**config.mk**
```make
export PLATFORM = sky130hd
export DESIGN_NAME = iomem_gpio_flat
export DESIGN_NICKNAME = d
export VERILOG_FILES = /design/src/rtl/iomem_gpio_pkg.sv /design/src/rtl/iomem_gpio_if.sv /design/src/rtl/iomem_gpio_blink_timer.sv /design/src/rtl/iomem_gpio.sv /design/src/flat_wrapper.sv
export SDC_FILE = /design/constraint.sdc
export NUM_CORES = 1
export LEC_CHECK = 0
export BUFFER_PORTS_ARGS = -buffer_cell sky130_fd_sc_hd__buf_4
export CAP_MARGIN = 20
export CORE_MARGIN = 3
export CORE_UTILIZATION = 59
export CTS_BUF_LIST = sky130_fd_sc_hd__clkbuf_8
export DETAILED_ROUTE_END_ITERATION = 8
export GPL_TIMING_DRIVEN = 0
export HOLD_SLACK_MARGIN = 0.03
export PLACE_DENSITY = 0.85
export SYNTH_ARGS = -nofsm -noshare
export SYNTH_HDL_FRONTEND = slang
export SYNTH_HIERARCHICAL = 1
export SYNTH_SLANG_ARGS = --single-unit
```
**constraint.sdc**
```tcl
create_clock -name sys_clk -period 5.7 [get_ports sys_clk]
set_input_delay 1.425 -clock sys_clk [delete_from_list [all_inputs] [get_ports sys_clk]]
set_output_delay 1.425 -clock sys_clk [all_outputs]
set_load 0.01 [all_outputs]
```
**src/rtl/iomem_gpio_pkg.sv**
```systemverilog
// Shared register decode constants for the iomem GPIO block.
// Offsets are word indices taken from iomem_addr[7:2].
package gpio_pkg;
    localparam int REG_IDX_W = 6;

    localparam logic [REG_IDX_W-1:0] OFS_OUT       = 6'h00;
    localparam logic [REG_IDX_W-1:0] OFS_DIR       = 6'h01;
    localparam logic [REG_IDX_W-1:0] OFS_IN        = 6'h02;
    localparam logic [REG_IDX_W-1:0] OFS_SET       = 6'h03;
    localparam logic [REG_IDX_W-1:0] OFS_CLR       = 6'h04;
    localparam logic [REG_IDX_W-1:0] OFS_TGL       = 6'h05;
    localparam logic [REG_IDX_W-1:0] OFS_IRQ_EN    = 6'h06;
    localparam logic [REG_IDX_W-1:0] OFS_IRQ_STAT  = 6'h07;
    localparam logic [REG_IDX_W-1:0] OFS_BLINK_EN  = 6'h08;
    localparam logic [REG_IDX_W-1:0] OFS_BLINK_DIV = 6'h09;

    function automatic logic [31:0] strb_mask(input logic [3:0] strb);
        return {{8{strb[3]}}, {8{strb[2]}}, {8{strb[1]}}, {8{strb[0]}}};
    endfunction
endpackage

```
**src/rtl/iomem_gpio_if.sv**
```systemverilog
// picosoc iomem bus bundle; the CPU side is master, peripherals are slaves.
interface iomem_gpio_if;
    logic        iomem_valid;
    logic        iomem_ready;
    logic [3:0]  iomem_wstrb;
    logic [31:0] iomem_addr;
    logic [31:0] iomem_wdata;
    logic [31:0] iomem_rdata;

    modport master (
        output iomem_valid, iomem_wstrb, iomem_addr, iomem_wdata,
        input  iomem_ready, iomem_rdata
    );
    modport slave (
        input  iomem_valid, iomem_wstrb, iomem_addr, iomem_wdata,
        output iomem_ready, iomem_rdata
    );
endinterface

```
**src/rtl/iomem_gpio_blink_timer.sv**
```systemverilog
// Free-running blink divider: phase toggles every `div` cycles, div=0 freezes it.
module gpio_blink_timer (
    input  logic        sys_clk,
    input  logic        resetn,
    input  logic [31:0] div,
    input  logic        restart,
    output logic        phase
);
    logic [31:0] r_cnt;
    logic        r_phase;

    always_ff @(posedge sys_clk) begin
        if (!resetn || restart) begin
            r_cnt   <= '0;
            r_phase <= 1'b0;
        end else if (div != 32'd0) begin
            // >= keeps the counter bounded even if div shrank below it
            if (r_cnt >= div - 32'd1) begin
                r_cnt   <= '0;
                r_phase <= ~r_phase;
            end else begin
                r_cnt <= r_cnt + 32'd1;
            end
        end
    end

    assign phase = r_phase;
endmodule

```
**src/rtl/iomem_gpio.sv**
```systemverilog
// GPIO peripheral on the iomem bus: direction, set/clr/toggle, edge IRQs
// on synchronised inputs, and a hardware blink override per pin.
module iomem_gpio #(
    parameter int          NGPIO         = 8,
    parameter logic [7:0]  BASE_HI       = 8'h03,
    parameter int          SYNC_STAGES   = 2,
    parameter logic [31:0] BLINK_DIV_RST = 32'd50_000_000
) (
    input  logic             sys_clk,
    input  logic             resetn,
    iomem_gpio_if.slave      bus,
    input  logic [NGPIO-1:0] gpio_in,
    output logic [NGPIO-1:0] gpio_out,
    output logic [NGPIO-1:0] gpio_oe,
    output logic             irq
);
    import gpio_pkg::*;

    localparam int                ARM_W    = $clog2(SYNC_STAGES + 2);
    localparam logic [ARM_W-1:0]  ARM_DONE = ARM_W'(SYNC_STAGES + 1);

    logic [NGPIO-1:0] r_out, r_dir, r_ien, r_stat, r_ben;
    logic [31:0]      r_bdiv;
    logic [SYNC_STAGES-1:0][NGPIO-1:0] r_sync;
    logic [NGPIO-1:0] r_prev;
    logic [ARM_W-1:0] r_arm;
    logic             r_ready;
    logic [31:0]      r_rdata;

    logic                 w_sel, w_acc, w_wr, w_restart, w_phase;
    logic [REG_IDX_W-1:0] w_idx;
    logic [31:0]          w_mask, w_wbits, w_rd;
    logic [NGPIO-1:0]     w_mn, w_wn, w_in, w_rise, w_clr;
    logic                 w_unused_addr;

    assign w_sel     = bus.iomem_addr[31:24] == BASE_HI;
    assign w_acc     = bus.iomem_valid && w_sel && !r_ready;
    assign w_wr      = w_acc && (bus.iomem_wstrb != 4'd0);
    assign w_idx     = bus.iomem_addr[7:2];
    assign w_mask    = strb_mask(bus.iomem_wstrb);
    assign w_wbits   = bus.iomem_wdata & w_mask;
    assign w_mn      = w_mask[NGPIO-1:0];
    assign w_wn      = w_wbits[NGPIO-1:0];
    assign w_restart = w_wr && (w_idx == OFS_BLINK_DIV);
    assign w_unused_addr = ^{bus.iomem_addr[23:8], bus.iomem_addr[1:0]};

    assign w_in   = r_sync[SYNC_STAGES-1];
    // Edges are ignored until the flushed-from-reset chain has settled
    assign w_rise = (r_arm == ARM_DONE) ? (w_in & ~r_prev) : '0;
    assign w_clr  = (w_wr && (w_idx == OFS_IRQ_STAT)) ? w_wn : '0;

    always_comb begin
        w_rd = '0;
        case (w_idx)
            OFS_OUT:       w_rd[NGPIO-1:0] = r_out;
            OFS_DIR:       w_rd[NGPIO-1:0] = r_dir;
            OFS_IN:        w_rd[NGPIO-1:0] = w_in;
            OFS_IRQ_EN:    w_rd[NGPIO-1:0] = r_ien;
            OFS_IRQ_STAT:  w_rd[NGPIO-1:0] = r_stat;
            OFS_BLINK_EN:  w_rd[NGPIO-1:0] = r_ben;
            OFS_BLINK_DIV: w_rd = r_bdiv;
            default:       w_rd = '0;
        endcase
    end

    always_ff @(posedge sys_clk) begin
        if (!resetn) begin
            r_out   <= '0;
            r_dir   <= '0;
            r_ien   <= '0;
            r_stat  <= '0;
            r_ben   <= '0;
            r_bdiv  <= BLINK_DIV_RST;
            r_ready <= 1'b0;
            r_rdata <= '0;
        end else begin
            r_ready <= w_acc;
            r_rdata <= w_acc ? w_rd : 32'd0;
            if (w_wr) begin
                case (w_idx)
                    OFS_OUT:       r_out  <= (r_out & ~w_mn) | w_wn;
                    OFS_DIR:       r_dir  <= (r_dir & ~w_mn) | w_wn;
                    OFS_SET:       r_out  <= r_out | w_wn;
                    OFS_CLR:       r_out  <= r_out & ~w_wn;
                    OFS_TGL:       r_out  <= r_out ^ w_wn;
                    OFS_IRQ_EN:    r_ien  <= (r_ien & ~w_mn) | w_wn;
                    OFS_BLINK_EN:  r_ben  <= (r_ben & ~w_mn) | w_wn;
                    OFS_BLINK_DIV: r_bdiv <= (r_bdiv & ~w_mask) | w_wbits;
                    default: ;
                endcase
            end
            // A fresh edge beats a simultaneous W1C on the same bit
            r_stat <= (r_stat & ~w_clr) | w_rise;
        end
    end

    always_ff @(posedge sys_clk) begin
        if (!resetn) begin
            r_sync <= '0;
            r_prev <= '0;
            r_arm  <= '0;
        end else begin
            r_sync[0] <= gpio_in;
            for (int i = 1; i < SYNC_STAGES; i++)
                r_sync[i] <= r_sync[i-1];
            r_prev <= w_in;
            if (r_arm != ARM_DONE)
                r_arm <= r_arm + ARM_W'(1);
        end
    end

    gpio_blink_timer u_blink (
        .sys_clk (sys_clk),
        .resetn  (resetn),
        .div     (r_bdiv),
        .restart (w_restart),
        .phase   (w_phase)
    );

    assign gpio_out        = (r_out & ~r_ben) | ({NGPIO{w_phase}} & r_ben);
    assign gpio_oe         = r_dir;
    assign irq             = |(r_stat & r_ien);
    assign bus.iomem_ready = r_ready;
    assign bus.iomem_rdata = r_rdata;
endmodule

```
**src/flat_wrapper.sv**
```systemverilog
// flat-port wrapper written by rule: the top's interface ports become plain ports
module iomem_gpio_flat import gpio_pkg::*;
#(
    parameter int          NGPIO         = 8,
    parameter logic [7:0]  BASE_HI       = 8'h03,
    parameter int          SYNC_STAGES   = 2,
    parameter logic [31:0] BLINK_DIV_RST = 32'd50_000_000
)
  (sys_clk, resetn, gpio_in, gpio_out, gpio_oe, irq, bus_iomem_valid, bus_iomem_wstrb, bus_iomem_addr, bus_iomem_wdata, bus_iomem_ready, bus_iomem_rdata);
  iomem_gpio_if bus_i ();
  input  logic sys_clk;
  input  logic resetn;
  input  logic [NGPIO-1:0] gpio_in;
  output logic [NGPIO-1:0] gpio_out;
  output logic [NGPIO-1:0] gpio_oe;
  output logic irq;
  input wire logic [$bits(bus_i.iomem_valid)-1:0] bus_iomem_valid;
  input wire logic [$bits(bus_i.iomem_wstrb)-1:0] bus_iomem_wstrb;
  input wire logic [$bits(bus_i.iomem_addr)-1:0] bus_iomem_addr;
  input wire logic [$bits(bus_i.iomem_wdata)-1:0] bus_iomem_wdata;
  output wire logic [$bits(bus_i.iomem_ready)-1:0] bus_iomem_ready;
  output wire logic [$bits(bus_i.iomem_rdata)-1:0] bus_iomem_rdata;
  assign bus_i.iomem_valid = bus_iomem_valid;
  assign bus_i.iomem_wstrb = bus_iomem_wstrb;
  assign bus_i.iomem_addr = bus_iomem_addr;
  assign bus_i.iomem_wdata = bus_iomem_wdata;
  assign bus_iomem_ready = bus_i.iomem_ready;
  assign bus_iomem_rdata = bus_i.iomem_rdata;
  iomem_gpio #(.NGPIO(NGPIO), .BASE_HI(BASE_HI), .SYNC_STAGES(SYNC_STAGES), .BLINK_DIV_RST(BLINK_DIV_RST)) u_core (.sys_clk(sys_clk), .resetn(resetn), .bus(bus_i), .gpio_in(gpio_in), .gpio_out(gpio_out), .gpio_oe(gpio_oe), .irq(irq));
endmodule
```
==> results of run 1 <==
[stage by stage]
step / setup WS [ns] / hold slack [ns]
floorplan: 1.66 / 0.412
global placement: 1.02 / 0.414
detailed placement: 0.950 / 0.421
CTS: 0.824 / 0.440
global route: 0.393 / 0.456
finish: 0.714 / 0.439
[per-layer routing]
metal	routed length, um	track usage (%)
met4	805	13.4
met2	11300	47.9
met5	0	0
met3	2060	6.11
met1	10000	38.9
[cell families (layout without fill, tap and decap cells)]
family                     after synthesis  in the layout  synth area share (%)
and+or+nand+nor                        347            347                  23.3
AOI/OAI and AO/OA                      201            201                  15.7
DFF                                    164            164                  38.7
buffers and inverters                   62            200                  3.64
xor gates and xnor gates                61             61                  6.29
muxes                                   49             49                  5.90
adders and majority gates               44             44                  6.49
other                                    0              1                     0
[cell type report]
| class | instances | area, um2 |
|---|---|---|
| tap | 180 | 225 |
| timing repair buffer | 107 | 801 |
| clock inverter | 12 | 141 |
| fill | 1105 | 4070 |
| sequential | 164 | 3280 |
| multi-input combinational | 702 | 4900 |
| antenna | 1 | 2.50 |
| clock buffer | 19 | 262 |
| buffer | 54 | 279 |
| inverter | 8 | 30.0 |
[power groups by stage]
stage                     Combinational (mW)  Sequential [mW]  Clock, mW
after floorplan                       0.0702             1.19          0
after global placement                 0.129             1.19          0
after detailed placement               0.132             1.19          0
after CTS                              0.133             1.17      0.878
after global routing                   0.147             1.17      0.925
final                                  0.136             1.17      0.866
[Yosys cell counts, types with 3 or more instances]
| library cell | number |
|---|---|
| dfxtp_1 | 164 |
| and3_1 | 4 |
| nor4b_1 | 6 |
| buf_1 | 6 |
| nor2_1 | 29 |
| nand2_1 | 73 |
| buf_2 | 5 |
| nand3b_1 | 9 |
| nand4_1 | 35 |
| and2_0 | 3 |
| inv_1 | 8 |
| mux2_2 | 8 |
| xnor2_1 | 51 |
| o21ai_0 | 38 |
| or3_1 | 4 |
| a211oi_1 | 8 |
| a2bb2oi_1 | 7 |
| nor2b_1 | 8 |
| mux2i_1 | 41 |
| a22oi_1 | 18 |
| nor4_1 | 12 |
| buf_6 | 8 |
| a21o_1 | 3 |
| a21boi_0 | 27 |
| o2111ai_1 | 8 |
| nand2b_1 | 13 |
| or3b_2 | 8 |
| a31oi_1 | 17 |
| nand3_1 | 25 |
| nor3_1 | 40 |
| ha_1 | 44 |
| a21oi_1 | 50 |
| xor2_1 | 10 |
| and2_1 | 53 |
| o31ai_1 | 8 |
| or4_4 | 3 |
| or4_1 | 4 |
| clkbuf_1 | 31 |
[placed cells by master (no fill, tap or decap), types with 19 or more instances in the layout]
| master | netlist | layout |
|---|---|---|
| o21ai_0 | 38 | 38 |
| nor2_1 | 29 | 29 |
| clkbuf_1 | 31 | 31 |
| a21boi_0 | 27 | 27 |
| and2_1 | 53 | 53 |
| mux2i_1 | 41 | 41 |
| dfxtp_1 | 164 | 164 |
| nor3_1 | 40 | 40 |
| a21oi_1 | 50 | 50 |
| ha_1 | 44 | 44 |
| xnor2_1 | 51 | 51 |
| nand4_1 | 35 | 35 |
| buf_4 | 2 | 108 |
| clkbuf_8 | 0 | 19 |
| nand2_1 | 73 | 73 |
| nand3_1 | 25 | 25 |
[worst max-delay path: cells and delay by family (launching register included)]
family / cells / cell delay [ns]
compound gates: 2 / 0.31
xor+xnor: 1 / 0.19
fa+ha+maj: 2 / 0.57
simple gates: 9 / 2.85
buf+inv: 2 / 0.57
flops: 1 / 0.36
[path summary, 6_finish.rpt]
path,startpoint,to,slack [ns],cells past startpoint
max,register,u_core/u_blink/r_cnt[28],0.71,16
min,u_core/r_sync[3],u_core/w_in[3],0.44,1
max reg2reg,register,u_core/u_blink/r_cnt[28],0.71,16
min reg2reg,u_core/r_sync[3],u_core/w_in[3],0.44,1
==> flow_summary_export.csv, run 1 <==
group,metric,value,unit
synthesis,ys_seq_area_share,38.7,%
global_routing,grt_pass1_vias,7328,
pwr,p_switching,0.505,mW
critical_path,worstPathCellList,"inv_1, ha_1, or4b_2, nor3_1, nand2_1, nor3_1, nand2_1, xor2_1, ha_1, nand4_1, nor4_1, nand3_1, a2bb2oi_1, nand3_1, clkbuf_1, a21oi_1",
synthesis,synth_largest_area_cell,"dfxtp_1",
synthesis,synth_ff_type,"dfxtp_1",
synthesis,synth_area_leaders,"dfxtp_1 (39%), ha_1 (6.5%), xnor2_1 (5.3%), mux2i_1 (4.8%), and2_1 (3.9%)",
timing,setup_tns,0,ns
drt,ant_nets,0,
synthesis,async_reset_ff_share,0,%
floorplanning,core.rowCount,43,
timing,finalClockSkew,0.0142,ns
place,place_inst,1214,
drt,vias,7790,
drt,wl,24200,um
timing,max_freq,201,MHz
timing,rsz0062_at_grt,"false",
synthesis,synth_edf_count,0,
clocking,root_buffer,"clkbuf_8",
floorplanning,start_util,60.7,%
clocking,htree_levels,4,
critical_path,cp-start-kind,"register",
pwr,p_clk_share,39.9,%
place,gp_congestion,0.937,
synthesis,syn_area_per_cell,9.15,um2
global_routing,grt_overflow_total,0,
pwr,cellLeakagePower,3.69,nW
critical_path,critPathSlowestCell,"or4b_2",
floorplanning,die_x,126,um
pwr,power_density,219,mW/mm2
drt,drc,0,
global_routing,grt_max_degree,17,
synthesis,synth_cells,928,
cells_and_area,instances_no_fill,1247,
critical_path,end_kind,"register",
cells_and_area,final_util,70.9,%
critical_path,critical_path_class,"register to register",
clocking,path_clk_slew,0.08,ns
timing,finalSetupViolations,0,
cells_and_area,drive_gt1_share,17.1,%
cells_and_area,fin_nets,1177,
place,placed_cell_area,0.00951,mm2
drt,wl_per_cell,19.4,um
pwr,peakVddDrop,197,uV
critical_path,cp.required,6.02,ns
global_routing,grt_usage,29.8,%
synthesis,synth_top_area_share,38.7,%
synthesis,ys_seq_elements,164,
clocking,cts_resized,0,
synthesis,synth_fp_nets,1051,
clocking,postCtsHoldBufs,0,
critical_path,cp_max_fo,10,
timing,fin_crit,4.99,ns
run_status,status,"finished clean",
floorplanning,die_height,126,um
critical_path,critPathArrivalTime,5.31,ns
critical_path,max_stage_delay,0.67,ns
drt,drt_iter0_drc,961,
timing,fin_crit_sh,87.5,%
place,dp_hpwl,17900,um
timing,tightestPinTransition,1.07,ns
cells_and_area,final_area,0.00992,mm2
synthesis,syn_area,0.00849,mm2
timing,hold_viol,0,
synthesis,ys_types,68,
timing,slew-limit-headroom,28.0,%
floorplanning,io_pins,129,
drt,drtPass1Iterations,6,
clocking,cts_buffers,17,
cells_and_area,synthToLayoutAreaGrowth,16.9,%
timing,timing.final.max_slew_violations,0,
clocking,cts_setup_buffers,0,
drt,vias_per_cell,6.25,
global_routing,antenna_found_initial,0,
global_routing,grt_pass1_wl,38000,um
worst_hold_path,min_path_type,"register to register",
clocking,clock_latency,0.47,ns
clocking,clkSinkCount,164,
place,port_buffers,106,
clocking,cts_tree,"done",
clocking,clockBufferDepth,2,
pwr,comb_power_share,6.3,%
floorplanning,core_area,0.0140,mm2
pwr,switching_share,23.3,%
job,drv_cap,0,
pwr,intPower,1.66,mW
pwr,power.total,2.17,mW
synthesis,ys_warn_count,6,
floorplanning,die_area,0.0159,mm2
pwr,pwr-share-seq,53.8,%
Power figures use the tool's default switching activity.
==> run 2, diff against run 1 <==
Settings changed: CORE_MARGIN 3 to 1, CTS_CLUSTER_DIAMETER set to 30.
==> flow_summary_export.csv, run 2 (synthesis results as in run 1) <==
group,metric,value,unit
timing,rsz0062_at_grt,"false",
critical_path,cp_max_fo,10,
pwr,cellLeakagePower,3.66,nW
drt,wl_per_cell,18.8,um
clocking,postCtsHoldBufs,0,
worst_hold_path,min_path_type,"register to register",
clocking,clkSinkCount,164,
timing,tightestPinTransition,1.07,ns
drt,drt_iter0_drc,1029,
place,dp_hpwl,17600,um
drt,vias,7780,
cells_and_area,synthToLayoutAreaGrowth,16.3,%
worst_hold_path,hold_end,"u_core/w_in[4]",
pwr,power_density,212,mW/mm2
timing,fin_crit_sh,87.0,%
clocking,cts_resized,0,
worst_hold_path,hp-start,"u_core/r_sync[4]",
place,placed_cell_area,0.00951,mm2
clocking,root_buffer,"clkbuf_8",
timing,finalSetupViolations,0,
timing,setup_ws,0.740,ns
place,gp_congestion,0.927,
critical_path,critPathArrivalTime,5.27,ns
floorplanning,core_area,0.0139,mm2
critical_path,reg2reg_depth,15,
floorplanning,die_x,122,um
job,drv_cap,0,
clocking,cts_tree,"done",
timing,slew-limit-headroom,27.4,%
critical_path,r2r_setup_slack,0.74,ns
clocking,clock_latency,0.46,ns
cells_and_area,final_cell_mix,"dfxtp_1 (164), buf_4 (108), nand2_1 (73)",
timing,timing.final.max_slew_violations,0,
global_routing,grt_overflow_total,0,
clocking,path_clk_slew,0.08,ns
global_routing,grt_max_degree,17,
cells_and_area,drive_gt1_share,17.3,%
cells_and_area,layout_commonest_cell,"dfxtp_1",
cells_and_area,final_util,70.9,%
floorplanning,die_height,122,um
drt,vias_per_cell,6.25,
floorplanning,die_area,0.0149,mm2
clocking,clockBufferDepth,2,
drt,drc,0,
floorplanning,start_util,60.9,%
pwr,peakVddDrop,154,uV
global_routing,grt_pass1_wl,36700,um
cells_and_area,nFillCells,1079,
cells_and_area,final_area,0.00988,mm2
clocking,cts_buffers,17,
cells_and_area,fin_nets,1176,
drt,drtPass1Iterations,6,
floorplanning,core.rowCount,43,
timing,max_freq,202,MHz
clocking,cts_setup_buffers,0,
critical_path,cp-start-kind,"register",
critical_path,r2r_end,"u_core/u_blink/r_cnt[27]",
global_routing,antenna_found_initial,0,
critical_path,critical_path_class,"register to register",
run_status,status,"finished clean",
drt,wl,23400,um
global_routing,grt_pass1_vias,7175,
place,place_ws,0.852,ns
drt,ant_nets,0,
critical_path,end_kind,"register",
pwr,power.total,2.10,mW
floorplanning,io_pins,129,
timing,hold_viol,0,
timing,setup_tns,0,ns
place,port_buffers,106,
worst_hold_path,holdPathStages,1,
clocking,htree_levels,4,
cells_and_area,diodes,0,
global_routing,grt_usage,32.1,%
critical_path,cp.required,6.01,ns
timing,finalClockSkew,0.0224,ns
timing,fin_crit,4.96,ns
run 2: changes by cell type in the layout (fill, tap and decap cells not counted):
cell and delta:
inv_6 +3, bufinv_16 -2, clkinv_4 -1, diode_2 -1, clkinv_2 +2, clkinvlp_4 +1
inv_1 -3, clkbuf_2 -1
run 2: worst max-delay path, cell delays in order, from the launching register on:
cell and delay (ns):
dfxtp_1 0.34, inv_1 0.13, ha_1 0.23, or4b_2 0.68
nor3_1 0.39, nand2_1 0.26, or4_1 0.57, xor2_1 0.17
ha_1 0.28, nand4_1 0.14, nor4_1 0.51, nand3_1 0.13
a2bb2oi_1 0.18, nand3_1 0.24, clkbuf_1 0.40, a21oi_1 0.15
run 2: layout make-up:
type                            instances  area [um2]  area share (%)
Timing Repair Buffer                  106         796            8.06
Clock inverter                         12         105            1.06
Clock buffer                           19         262            2.65
Sequential cell                       164        3280            33.2
Buffer                                 54         279            2.83
Multi-Input combinational cell        702        4900            49.6
Inverter                                8        30.0           0.304
Tap cell                              180         225            2.28
run 2: how the worst max path moves through the flow:
| stage | start | endpoint | slack, ns | cells past startpoint |
|---|---|---|---|---|
| after floorplan | register | u_core/u_blink/r_cnt[10] | 1.66 | 15 |
| after global placement | register | u_core/u_blink/r_cnt[29] | 1.01 | 16 |
| after detailed placement | register | u_core/u_blink/r_cnt[27] | 0.85 | 16 |
| after CTS | register | u_core/u_blink/r_cnt[27] | 0.80 | 16 |
| after global routing | register | u_core/u_blink/r_cnt[22] | 0.41 | 16 |
| final | register | u_core/u_blink/r_cnt[27] | 0.74 | 15 |
run 2: routing by layer:
metal  vias to the layer above  GRT usage [%]  part of all wire (%)  routed length (um)
li1                       3648              -                     -                   -
met1                      3622           40.8                    42                9850
met2                       435           52.4                    47               11000
met3                        75           5.99                   7.7                1800
met4                         0           14.7                   3.4                 806
met5                         -              0                     0                   0
run 2: where the power goes:
group	internal (mW)	leakage [nW]	switching, mW
logic	0.0571	2.14	0.0785
registers	1.16	1.33	0.00823
clock network	0.367	0.188	0.428
run 2: stage by stage:
stage	cells	hold slack, ns
2_1_floorplan	928	0.412
3_3_place_gp	1214	0.414
3_5_place_dp	1214	0.423
4_1_cts	1245	0.443
5_1_grt	1245	0.456
6_report	1245	0.438
